$ cat config.mk
export PLATFORM = sky130hd
export DESIGN_NAME = pc_sequencer_flat
export DESIGN_NICKNAME = d
export VERILOG_FILES = /design/src/rtl/pc_seq_if.sv /design/src/rtl/pc_sequencer.sv /design/src/flat_wrapper.sv
export SDC_FILE = /design/constraint.sdc
export NUM_CORES = 1
export LEC_CHECK = 0
export ABC_CLOCK_PERIOD_IN_PS = 2200
export CAP_MARGIN = 5
export CORE_ASPECT_RATIO = 1.75
export CORE_MARGIN = 3
export CORE_UTILIZATION = 38
export CTS_CLUSTER_SIZE = 28
export DETAILED_ROUTE_END_ITERATION = 16
export GPL_ROUTABILITY_DRIVEN = 0
export HOLD_SLACK_MARGIN = 0.02
export PLACE_DENSITY = 0.84
export SYNTH_ARGS = -nofsm -noshare
export SYNTH_HDL_FRONTEND = slang
export SYNTH_SLANG_ARGS = --single-unit
export TNS_END_PERCENT = 30
$ cat constraint.sdc
create_clock -name clk -period 2.2 [get_ports clk]
set_input_delay 0.55 -clock clk [delete_from_list [all_inputs] [get_ports clk]]
set_output_delay 0.55 -clock clk [all_outputs]
set_load 0.02 [all_outputs]
$ cat src/rtl/pc_seq_if.sv
// Bundle between a program-counter sequencer and its controller / return-address stack.
// The controller side (master) drives control, flags, target and stack top; the sequencer (slave) drives pc and stack strobes.
interface pc_seq_if #(
    parameter int ADDR_W = 11
);
    logic              stall;
    logic              jump;
    logic              branch;
    logic [1:0]        cond;
    logic              flag_zero;
    logic              flag_carry;
    logic              call;
    logic              ret;
    logic              halt;
    logic              resume;
    logic [ADDR_W-1:0] target;
    logic [ADDR_W-1:0] pop_data;
    logic [ADDR_W-1:0] pc;
    logic              push_enable;
    logic [ADDR_W-1:0] push_data;
    logic              pop_enable;
    logic [5:0]        depth;
    logic              halted;
    logic              fault;

    modport master (
        output stall, jump, branch, cond, flag_zero, flag_carry,
        output call, ret, halt, resume, target, pop_data,
        input  pc, push_enable, push_data, pop_enable, depth, halted, fault
    );

    modport slave (
        input  stall, jump, branch, cond, flag_zero, flag_carry,
        input  call, ret, halt, resume, target, pop_data,
        output pc, push_enable, push_data, pop_enable, depth, halted, fault
    );
endinterface

$ cat src/rtl/pc_sequencer.sv
// Program counter with next-address selection (increment/jump/branch/call/return), halt control,
// and a mirrored return-stack depth that turns overflow/underflow into a sticky fault.
module pc_sequencer #(
    parameter int ADDR_W       = 11,
    parameter int STACK_DEPTH  = 32,
    parameter int RESET_VECTOR = 0
) (
    input  logic     clk,
    input  logic     rst,
    pc_seq_if.slave  bus
);

    typedef enum logic [1:0] {
        ST_RUN    = 2'b00,
        ST_HALTED = 2'b01,
        ST_FAULT  = 2'b10
    } state_t;

    localparam logic [ADDR_W-1:0] RST_PC    = ADDR_W'(RESET_VECTOR);
    localparam logic [5:0]        DEPTH_MAX = 6'(STACK_DEPTH);
    localparam logic [ADDR_W-1:0] PC_ONE    = {{(ADDR_W-1){1'b0}}, 1'b1};

    state_t            state_r;
    state_t            state_nxt_s;
    logic [ADDR_W-1:0] pc_r;
    logic [ADDR_W-1:0] pc_nxt_s;
    logic [ADDR_W-1:0] pc_inc_s;
    logic [5:0]        depth_r;
    logic [5:0]        depth_nxt_s;
    logic              push_s;
    logic              pop_s;

    function automatic logic cond_met(input logic [1:0] cond, input logic z, input logic c);
        case (cond)
            2'b00:   return 1'b1;
            2'b01:   return z;
            2'b10:   return c;
            2'b11:   return ~z;
            default: return 1'b0;
        endcase
    endfunction

    assign pc_inc_s = pc_r + PC_ONE;

    // Next-state, next-pc, depth and stack strobe selection.
    always_comb begin
        state_nxt_s = state_r;
        pc_nxt_s    = pc_r;
        depth_nxt_s = depth_r;
        push_s      = 1'b0;
        pop_s       = 1'b0;
        case (state_r)
            ST_RUN: begin
                if (bus.stall) begin
                    state_nxt_s = ST_RUN;
                end else if (bus.ret) begin
                    // Underflow faults without touching pc or the stack.
                    if (depth_r == 6'd0) begin
                        state_nxt_s = ST_FAULT;
                    end else begin
                        pop_s       = 1'b1;
                        pc_nxt_s    = bus.pop_data;
                        depth_nxt_s = depth_r - 6'd1;
                    end
                end else if (bus.call) begin
                    if (depth_r == DEPTH_MAX) begin
                        state_nxt_s = ST_FAULT;
                    end else begin
                        push_s      = 1'b1;
                        pc_nxt_s    = bus.target;
                        depth_nxt_s = depth_r + 6'd1;
                    end
                end else if (bus.jump) begin
                    pc_nxt_s = bus.target;
                end else if (bus.branch) begin
                    if (cond_met(bus.cond, bus.flag_zero, bus.flag_carry)) begin
                        pc_nxt_s = bus.target;
                    end else begin
                        pc_nxt_s = pc_inc_s;
                    end
                end else if (bus.halt) begin
                    state_nxt_s = ST_HALTED;
                end else begin
                    pc_nxt_s = pc_inc_s;
                end
            end
            ST_HALTED: begin
                if (bus.resume && !bus.stall) begin
                    state_nxt_s = ST_RUN;
                end else begin
                    state_nxt_s = ST_HALTED;
                end
            end
            ST_FAULT: begin
                state_nxt_s = ST_FAULT;
            end
            default: begin
                state_nxt_s = ST_FAULT;
            end
        endcase
    end

    // State, pc and depth registers with synchronous reset.
    always_ff @(posedge clk) begin
        if (rst) begin
            state_r <= ST_RUN;
            pc_r    <= RST_PC;
            depth_r <= 6'd0;
        end else begin
            state_r <= state_nxt_s;
            pc_r    <= pc_nxt_s;
            depth_r <= depth_nxt_s;
        end
    end

    // Strobes are suppressed while rst is held so the stack sees no stray push/pop.
    assign bus.pc          = pc_r;
    assign bus.push_enable = push_s & ~rst;
    assign bus.pop_enable  = pop_s & ~rst;
    assign bus.push_data   = pc_inc_s;
    assign bus.depth       = depth_r;
    assign bus.halted      = (state_r == ST_HALTED);
    assign bus.fault       = (state_r == ST_FAULT);

endmodule
$ cat src/flat_wrapper.sv
// flat-port wrapper written by rule: the top's interface ports become plain ports
module pc_sequencer_flat 
#(
    parameter int ADDR_W       = 11,
    parameter int STACK_DEPTH  = 32,
    parameter int RESET_VECTOR = 0
)
  (clk, rst, bus_stall, bus_jump, bus_branch, bus_cond, bus_flag_zero, bus_flag_carry, bus_call, bus_ret, bus_halt, bus_resume, bus_target, bus_pop_data, bus_pc, bus_push_enable, bus_push_data, bus_pop_enable, bus_depth, bus_halted, bus_fault);
  pc_seq_if #(.ADDR_W(ADDR_W)) bus_i ();
  input  logic clk;
  input  logic rst;
  input wire logic [$bits(bus_i.stall)-1:0] bus_stall;
  input wire logic [$bits(bus_i.jump)-1:0] bus_jump;
  input wire logic [$bits(bus_i.branch)-1:0] bus_branch;
  input wire logic [$bits(bus_i.cond)-1:0] bus_cond;
  input wire logic [$bits(bus_i.flag_zero)-1:0] bus_flag_zero;
  input wire logic [$bits(bus_i.flag_carry)-1:0] bus_flag_carry;
  input wire logic [$bits(bus_i.call)-1:0] bus_call;
  input wire logic [$bits(bus_i.ret)-1:0] bus_ret;
  input wire logic [$bits(bus_i.halt)-1:0] bus_halt;
  input wire logic [$bits(bus_i.resume)-1:0] bus_resume;
  input wire logic [$bits(bus_i.target)-1:0] bus_target;
  input wire logic [$bits(bus_i.pop_data)-1:0] bus_pop_data;
  output wire logic [$bits(bus_i.pc)-1:0] bus_pc;
  output wire logic [$bits(bus_i.push_enable)-1:0] bus_push_enable;
  output wire logic [$bits(bus_i.push_data)-1:0] bus_push_data;
  output wire logic [$bits(bus_i.pop_enable)-1:0] bus_pop_enable;
  output wire logic [$bits(bus_i.depth)-1:0] bus_depth;
  output wire logic [$bits(bus_i.halted)-1:0] bus_halted;
  output wire logic [$bits(bus_i.fault)-1:0] bus_fault;
  assign bus_i.stall = bus_stall;
  assign bus_i.jump = bus_jump;
  assign bus_i.branch = bus_branch;
  assign bus_i.cond = bus_cond;
  assign bus_i.flag_zero = bus_flag_zero;
  assign bus_i.flag_carry = bus_flag_carry;
  assign bus_i.call = bus_call;
  assign bus_i.ret = bus_ret;
  assign bus_i.halt = bus_halt;
  assign bus_i.resume = bus_resume;
  assign bus_i.target = bus_target;
  assign bus_i.pop_data = bus_pop_data;
  assign bus_pc = bus_i.pc;
  assign bus_push_enable = bus_i.push_enable;
  assign bus_push_data = bus_i.push_data;
  assign bus_pop_enable = bus_i.pop_enable;
  assign bus_depth = bus_i.depth;
  assign bus_halted = bus_i.halted;
  assign bus_fault = bus_i.fault;
  pc_sequencer #(.ADDR_W(ADDR_W), .STACK_DEPTH(STACK_DEPTH), .RESET_VECTOR(RESET_VECTOR)) u_core (.clk(clk), .rst(rst), .bus(bus_i));
endmodule
==> flow_metrics.py, run 1 <==
metrics = {
    "status": {
        "outcome": "complete, but fails checks",
        "failed_checks": "setup timing",
    },
    "clock_tree": {
        "clock_tree.htree_level_count": 1,
        "numCtsBuffers": 3,
        "cts.reportedPaths.clkPinSlew_ps": 70,
        "clk-insertion-delay-late_ps": 250,
        "clockBufferDepth": 2,
        "cts_tree": "yes",
        "cts_root_buf": "sky130_fd_sc_hd__clkbuf_8",
        "cts-hold-fix-buffers": 0,
        "cts.sink_count": 19,
    },
    "synth": {
        "syn_nets": 216,
        "synthTopCellsByArea": "sky130_fd_sc_hd__dfxtp_1 26%, sky130_fd_sc_hd__o211ai_1 5.1%, sky130_fd_sc_hd__ha_1 4.2%",
        "synth_top_area_share_pct": 25.7,
        "synthDominantAreaCellType": "sky130_fd_sc_hd__dfxtp_1",
        "postSynthAreaPerCell_um2": 8.47,
        "synth-edff-count": 0,
        "synth.ff_latch_count": 19,
        "ys_seq_area_share_pct": 25.7,
        "synth-main-ff-cell": "sky130_fd_sc_hd__dfxtp_1",
        "synthArstFlopShare_pct": 0,
        "postSynthCellCount": 175,
        "post_synth_instance_area_um2": 1480,
        "yosys_warnings": 0,
        "yosysUniqueCellTypes": 50,
    },
    "floorplanning": {
        "rows": 29,
        "pin_count": 67,
        "die_width_um": 53.2,
        "fp.dieArea_um2": 4710,
        "core-area_um2": 3700,
        "floorplan.initialDensity_pct": 40.0,
        "fp.dieH_um": 88.6,
    },
    "job": {
        "drv_cap": 0,
    },
    "timing": {
        "worst_clock_skew_ps": 1.26,
        "maxSlewViolCount": 0,
        "tightestPinTransition_ps": 397,
        "final_min_period_over_clock_period_pct": 101,
        "worst_max_slew_margin_expressed_relative_to_the_limit_pct": 73.3,
        "grt_setup_unrepaired": "true",
        "final_setup_violations": 1,
        "hold_violations": 0,
        "worst_slack_ps": -24.7,
        "post-route-min-period_ps": 2220,
        "achievable_freq_mhz": 449,
    },
    "place": {
        "preCtsSetupSlack_ps": -568,
        "place.port_buffers": 66,
        "place.detailed.hpwl_um": 4030,
    },
    "drt": {
        "dr_total_vias": 1801,
        "detail_route.wirelength_um": 5280,
        "post_drt_wl_per_cell_um": 16.1,
        "drt_iter0_drc": 89,
        "drt_pass1_iterations": 4,
        "antenna_violating_nets_post_route": 0,
        "detail_route.drc_violations": 0,
        "post_drt_via_cell_ratio": 5.49,
    },
    "pwr": {
        "report.power.total_mw": 1.72,
        "power_report.internal_total_mw": 1.05,
        "power.clock.fraction_pct": 14.3,
        "power_per_cell_area_nw_per_um2": 663,
        "switching_power_uw": 668,
        "power.sequential.fraction_pct": 26.1,
        "combinationalPowerShare_pct": 59.5,
        "leakage_nw": 1.10,
        "p_sw_share_pct": 38.9,
        "vdd_drop_max_mv": 0.488,
    },
    "worst_hold_path": {
        "holdCritPathClass": "flop to flop",
    },
    "cells_and_area": {
        "num-fill-cells": 297,
        "mostFrequentLayoutCells": "53 x sky130_fd_sc_hd__clkdlybuf4s50_1, 48 x sky130_fd_sc_hd__buf_4, 17 x sky130_fd_sc_hd__dfxtp_1",
        "most_frequent_standard_cell_in_the_layout_excluding_fill_and_tap_cells": "sky130_fd_sc_hd__clkdlybuf4s50_1",
        "post_route_cells_drive_above_1_share_pct": 27.7,
        "antenna-diode-count": 0,
        "areaGrowthSynthToFinish_pct": 74.7,
        "nNetsFinal": 324,
    },
    "grt": {
        "globalRoute.totalOverflow": 0,
        "pin_count_of_the_biggest_net_entering_global_routing": 17,
        "grt_pass1_vias": 1852,
        "gr-usage-all-layers_pct": 23.5,
        "grt_first_pass_wirelength_um": 8480,
        "grt_antenna_before_repair": 0,
    },
    "critical_path": {
        "timing.critical_path.required_ps": 1650,
        "criticalPathCategory": "flop to output port",
        "path_max_fanout": 2,
        "worst_ep_arrival_time_ps": 1670,
        "critPathCaptureType": "output port",
        "setup.worst_path.start_class": "flop",
    },
}
path summary, 6_finish.rpt:
check,startpoint,to,slack [ps],depth (start not counted)
setup / recovery,u_core.bus.pc[1],bus_push_data[10],-20,5
hold / removal,u_core.state_r[1],u_core.state_r[0],550,2
setup reg to reg,u_core.bus.depth[1],u_core.bus.depth[5],110,6
hold reg to reg,u_core.state_r[1],u_core.state_r[0],550,2
power by group through the flow:
stage	sequential, mW	clock [mW]	combinational [mW]
after floorplan	0.544	0	0.401
after global placement	0.447	0	0.975
after detailed placement	0.451	0	0.991
after CTS	0.447	0.246	0.997
after global routing	0.455	0.269	1.10
final	0.449	0.246	1.02
through the flow:
step | TNS, ps | std cells | utilization [%] | instance area (um^2) | hold slack (ps)
after floorplan | 0 | 175 | - | 1490 | 460
after global placement | -3480 | 323 | 67.3 | 2490 | 528
after detailed placement | -4260 | 323 | 67.3 | 2490 | 530
after CTS | -60.9 | 328 | 69.2 | 2560 | 538
after global routing | -210 | 328 | 69.9 | 2590 | 570
final | -24.7 | 328 | 69.9 | 2590 | 546
cell families after synthesis:
| family | after synthesis | share of synthesized area (%) |
|---|---|---|
| adder cells (fa/ha/maj) | 6 | 5.57 |
| buffers and inverters | 16 | 6.50 |
| AND/OR/NAND/NOR | 59 | 21.5 |
| AO/OA/AOI/OAI | 58 | 29.6 |
| XOR/XNOR | 12 | 7.60 |
| multiplexers | 5 | 3.46 |
| flip-flops | 19 | 25.7 |
cell usage after synthesis, types with 2 or more instances:
cell type	instances
sky130_fd_sc_hd__a211oi_1	4
sky130_fd_sc_hd__a21o_1	2
sky130_fd_sc_hd__a21oi_1	4
sky130_fd_sc_hd__a311oi_1	4
sky130_fd_sc_hd__a31oi_1	6
sky130_fd_sc_hd__buf_2	2
sky130_fd_sc_hd__clkbuf_1	4
sky130_fd_sc_hd__clkbuf_8	3
sky130_fd_sc_hd__dfxtp_1	19
sky130_fd_sc_hd__ha_1	5
sky130_fd_sc_hd__inv_1	6
sky130_fd_sc_hd__mux2i_1	4
sky130_fd_sc_hd__nand2_1	14
sky130_fd_sc_hd__nand2b_1	3
sky130_fd_sc_hd__nand3_1	3
sky130_fd_sc_hd__nand4_1	2
sky130_fd_sc_hd__nor2_1	15
sky130_fd_sc_hd__nor2b_1	5
sky130_fd_sc_hd__nor3_1	7
sky130_fd_sc_hd__nor4b_1	2
sky130_fd_sc_hd__o211ai_1	10
sky130_fd_sc_hd__o21ai_0	2
sky130_fd_sc_hd__o21ai_1	5
sky130_fd_sc_hd__o21bai_1	8
sky130_fd_sc_hd__o32ai_1	2
sky130_fd_sc_hd__xnor2_1	6
sky130_fd_sc_hd__xor2_1	5
critical path, cell delays in order (launching register included):
cell and delay [ps]:
sky130_fd_sc_hd__dfxtp_2 360, sky130_fd_sc_hd__ha_4 140, sky130_fd_sc_hd__and4_1 180, sky130_fd_sc_hd__or3b_4 400, sky130_fd_sc_hd__xnor2_2 170, sky130_fd_sc_hd__buf_4 170
metal layers:
layer  track usage [%]  vias to the layer above  routed length, um
li1                  -                      867                  -
met1              24.5                      854               1930
met2              43.2                       62               2890
met3              3.04                       18                255
met4              13.0                        0                204
met5                 0                        -                  0
sequential cells by signal, indices dropped and copies added (netlist names):
register and flops:
u_core.bus.depth 6, u_core.bus.pc 11, u_core.state_r 2
timing repair:
item / 4_1_cts / 5_1_grt
buffers inserted: 1 / 0
pin swaps: 3 / 7
gates resized for setup: 46 / 13
endpoints found under the setup margin: 12 / 12
cloned: 0 / 0
cell type report:
cell class,count,area (um^2),area share [%]
clock buffer,4,45.0,1.74
inverter,6,22.5,0.870
multi-input combinational,140,1090,42.0
sequential,19,383,14.8
tap,46,57.6,2.22
timing repair buffer,113,993,38.4
Note: power is estimated with default switching activity, not from simulation.
==> run 2, diff against run 1 <==
--- a/config.mk
+++ b/config.mk
@@ -5,16 +5,16 @@
 export SDC_FILE = /design/constraint.sdc
 export NUM_CORES = 1
 export LEC_CHECK = 0
-export ABC_CLOCK_PERIOD_IN_PS = 2200
+export ABC_CLOCK_PERIOD_IN_PS = 2670
 export CAP_MARGIN = 5
 export CORE_ASPECT_RATIO = 1.75
 export CORE_MARGIN = 3
-export CORE_UTILIZATION = 38
+export CORE_UTILIZATION = 45
 export CTS_CLUSTER_SIZE = 28
 export DETAILED_ROUTE_END_ITERATION = 16
 export GPL_ROUTABILITY_DRIVEN = 0
 export HOLD_SLACK_MARGIN = 0.02
-export PLACE_DENSITY = 0.84
+export PLACE_DENSITY = 0.93
 export SYNTH_ARGS = -nofsm -noshare
 export SYNTH_HDL_FRONTEND = slang
 export SYNTH_SLANG_ARGS = --single-unit
==> constraint.sdc (replaced) <==
create_clock -name clk -period 2.67 [get_ports clk]
set_input_delay 0.6675 -clock clk [delete_from_list [all_inputs] [get_ports clk]]
set_output_delay 0.6675 -clock clk [all_outputs]
set_load 0.02 [all_outputs]
==> flow_metrics.py, run 2 (synthesis results as in run 1) <==
metrics = {
    "job": {
        "drv_cap": 0,
    },
    "floorplanning": {
        "rows": 27,
        "core-area_um2": 3140,
        "die_width_um": 49.4,
        "fp.dieH_um": 81.9,
        "fp.dieArea_um2": 4040,
        "floorplan.initialDensity_pct": 47.2,
        "pin_count": 67,
    },
    "critical_path": {
        "crit-reg2reg-capture": "u_core.bus.depth[5]",
        "worst_setup_path_endpoint": "bus_pop_enable",
        "reg2reg_setup_slack_ps": 480,
        "timing.critical_path.required_ps": 2000,
        "path_max_fanout": 2,
        "critPathCaptureType": "output port",
        "cp-startpoint": "bus_stall",
        "setup.worst_path.start_class": "primary input",
        "worst_reg2reg_startpoint": "u_core.bus.depth[1]",
        "criticalPathCategory": "primary input to output port",
        "worst_ep_arrival_time_ps": 1940,
        "timing.reg2reg.worst_path_depth": 6,
    },
    "drt": {
        "post_drt_via_cell_ratio": 5.62,
        "drt_iter0_drc": 38,
        "detail_route.wirelength_um": 4880,
        "post_drt_wl_per_cell_um": 15.6,
        "antenna_violating_nets_post_route": 0,
        "drt_pass1_iterations": 4,
        "dr_total_vias": 1754,
        "detail_route.drc_violations": 0,
    },
    "pwr": {
        "combinationalPowerShare_pct": 56.2,
        "vdd_drop_max_mv": 0.456,
        "p_sw_share_pct": 38.6,
        "power.clock.fraction_pct": 15.4,
        "leakage_nw": 1.02,
        "power_report.internal_total_uw": 810,
        "power.sequential.fraction_pct": 28.5,
        "power_per_cell_area_nw_per_um2": 547,
        "switching_power_uw": 509,
    },
    "cells_and_area": {
        "antenna-diode-count": 0,
        "mostFrequentLayoutCells": "58 x sky130_fd_sc_hd__clkdlybuf4s50_1, 34 x sky130_fd_sc_hd__buf_4, 19 x sky130_fd_sc_hd__dfxtp_1",
        "final_cell_area_um2": 2410,
        "nNetsFinal": 311,
        "largest_register_ffs": 11,
        "post_route_cells_drive_above_1_share_pct": 18.2,
        "areaGrowthSynthToFinish_pct": 62.8,
        "most_frequent_standard_cell_in_the_layout_excluding_fill_and_tap_cells": "sky130_fd_sc_hd__clkdlybuf4s50_1",
    },
    "clock_tree": {
        "post-cts-setup-buffer-count": 0,
        "clockBufferDepth": 2,
        "cts_tree": "yes",
        "numCtsBuffers": 3,
        "clk-insertion-delay-late_ps": 260,
        "cts.sink_count": 19,
        "cts_root_buf": "sky130_fd_sc_hd__clkbuf_8",
        "cts.reportedPaths.clkPinSlew_ps": 70,
        "clock_tree.htree_level_count": 1,
    },
    "timing": {
        "maxSlewViolCount": 0,
        "worst_clock_skew_ps": 3.48,
        "tightestPinTransition_ps": 431,
        "hold_violations": 0,
        "final_min_period_over_clock_period_pct": 97.7,
        "post-route-min-period_ps": 2610,
        "worst_max_slew_margin_expressed_relative_to_the_limit_pct": 71.3,
        "achievable_freq_mhz": 384,
        "worst_slack_ps": 62.6,
        "tns_ps": 0,
        "grt_setup_unrepaired": "false",
        "worst_hold_slack_ps": 500,
        "final_setup_violations": 0,
    },
    "worst_hold_path": {
        "holdCritPathClass": "flop to flop",
    },
    "grt": {
        "globalRoute.totalOverflow": 0,
        "grt_antenna_before_repair": 0,
        "pin_count_of_the_biggest_net_entering_global_routing": 24,
        "gr-usage-all-layers_pct": 24.6,
        "grt_first_pass_wirelength_um": 7800,
        "grt_pass1_vias": 1800,
    },
    "place": {
        "preCtsSetupSlack_ps": -445,
        "place.detailed.hpwl_um": 3980,
        "place.port_buffers": 66,
        "post_dp_cell_area_um2": 2380,
    },
    "status": {
        "outcome": "complete, no violations",
    },
}
[run 2: cell count changes in the layout (fill, tap and decap cells not counted), moves of 2 or more]
| cell | before | now |
|---|---|---|
| sky130_fd_sc_hd__clkdlybuf4s50_1 | 53 | 58 |
| sky130_fd_sc_hd__buf_4 | 48 | 34 |
| sky130_fd_sc_hd__dfxtp_1 | 17 | 19 |
| sky130_fd_sc_hd__ha_1 | 3 | 5 |
| sky130_fd_sc_hd__clkbuf_2 | 3 | 1 |
| sky130_fd_sc_hd__dfxtp_2 | 2 | 0 |
| sky130_fd_sc_hd__ha_4 | 2 | 0 |
[run 2: repair_timing]
item	4_1_cts	5_1_grt
gates resized for setup	14	5
setup endpoints to repair	7	3
hold buffers	0	0
[run 2: power by group through the flow]
stage,registers [mW],logic (mW),clock network (mW)
4_1_cts,0.375,0.743,0.203
2_1_floorplan,0.448,0.329,0
6_report,0.375,0.741,0.202
5_1_grt,0.381,0.799,0.217
3_3_place_gp,0.378,0.728,0
3_5_place_dp,0.381,0.749,0
[run 2: per-stage QoR]
step                      util [%]  total power [mW]  cells
final                         76.7              1.32    312
after floorplan                  -             0.777    175
after global routing          76.7              1.40    312
after detailed placement      75.7              1.13    308
after global placement        75.7              1.11    308
after CTS                     76.8              1.32    312
[run 2: how the worst min path moves through the flow]
stage / start / to / slack, ps / cells after the start
4_1_cts: u_core.state_r[1] / u_core.state_r[0] / 500 / 1
3_3_place_gp: u_core.state_r[1] / u_core.state_r[0] / 490 / 1
2_1_floorplan: u_core.state_r[1] / u_core.state_r[0] / 460 / 1
3_5_place_dp: u_core.state_r[1] / u_core.state_r[0] / 490 / 1
6_report: u_core.state_r[1] / u_core.state_r[0] / 500 / 1
5_1_grt: u_core.state_r[1] / u_core.state_r[0] / 530 / 1
[run 2: metal layers]
metal  vias to the layer above  track usage, %  part of all wire (%)
li1                        842               -                     -
met2                        68            48.0                    56
met4                         0            15.2                   4.0
met3                        21            2.90                   5.3
met5                         -               0                     0
met1                       823            24.4                    34
[run 2: layout make-up]
| type | instances | area, um^2 |
|---|---|---|
| Sequential cell | 19 | 380 |
| Tap cell | 43 | 53.8 |
| Timing Repair Buffer | 100 | 898 |
| Fill cell | 222 | 731 |
| Multi-Input combinational cell | 140 | 1010 |
| Inverter | 6 | 22.5 |
| Clock buffer | 4 | 45.0 |
[run 2: worst max-delay path, stage by stage]
cell and delay (ps):
sky130_fd_sc_hd__clkdlybuf4s50_1 420, sky130_fd_sc_hd__or3_4 340, sky130_fd_sc_hd__buf_4 140, sky130_fd_sc_hd__nor3_1 180, sky130_fd_sc_hd__buf_2 200
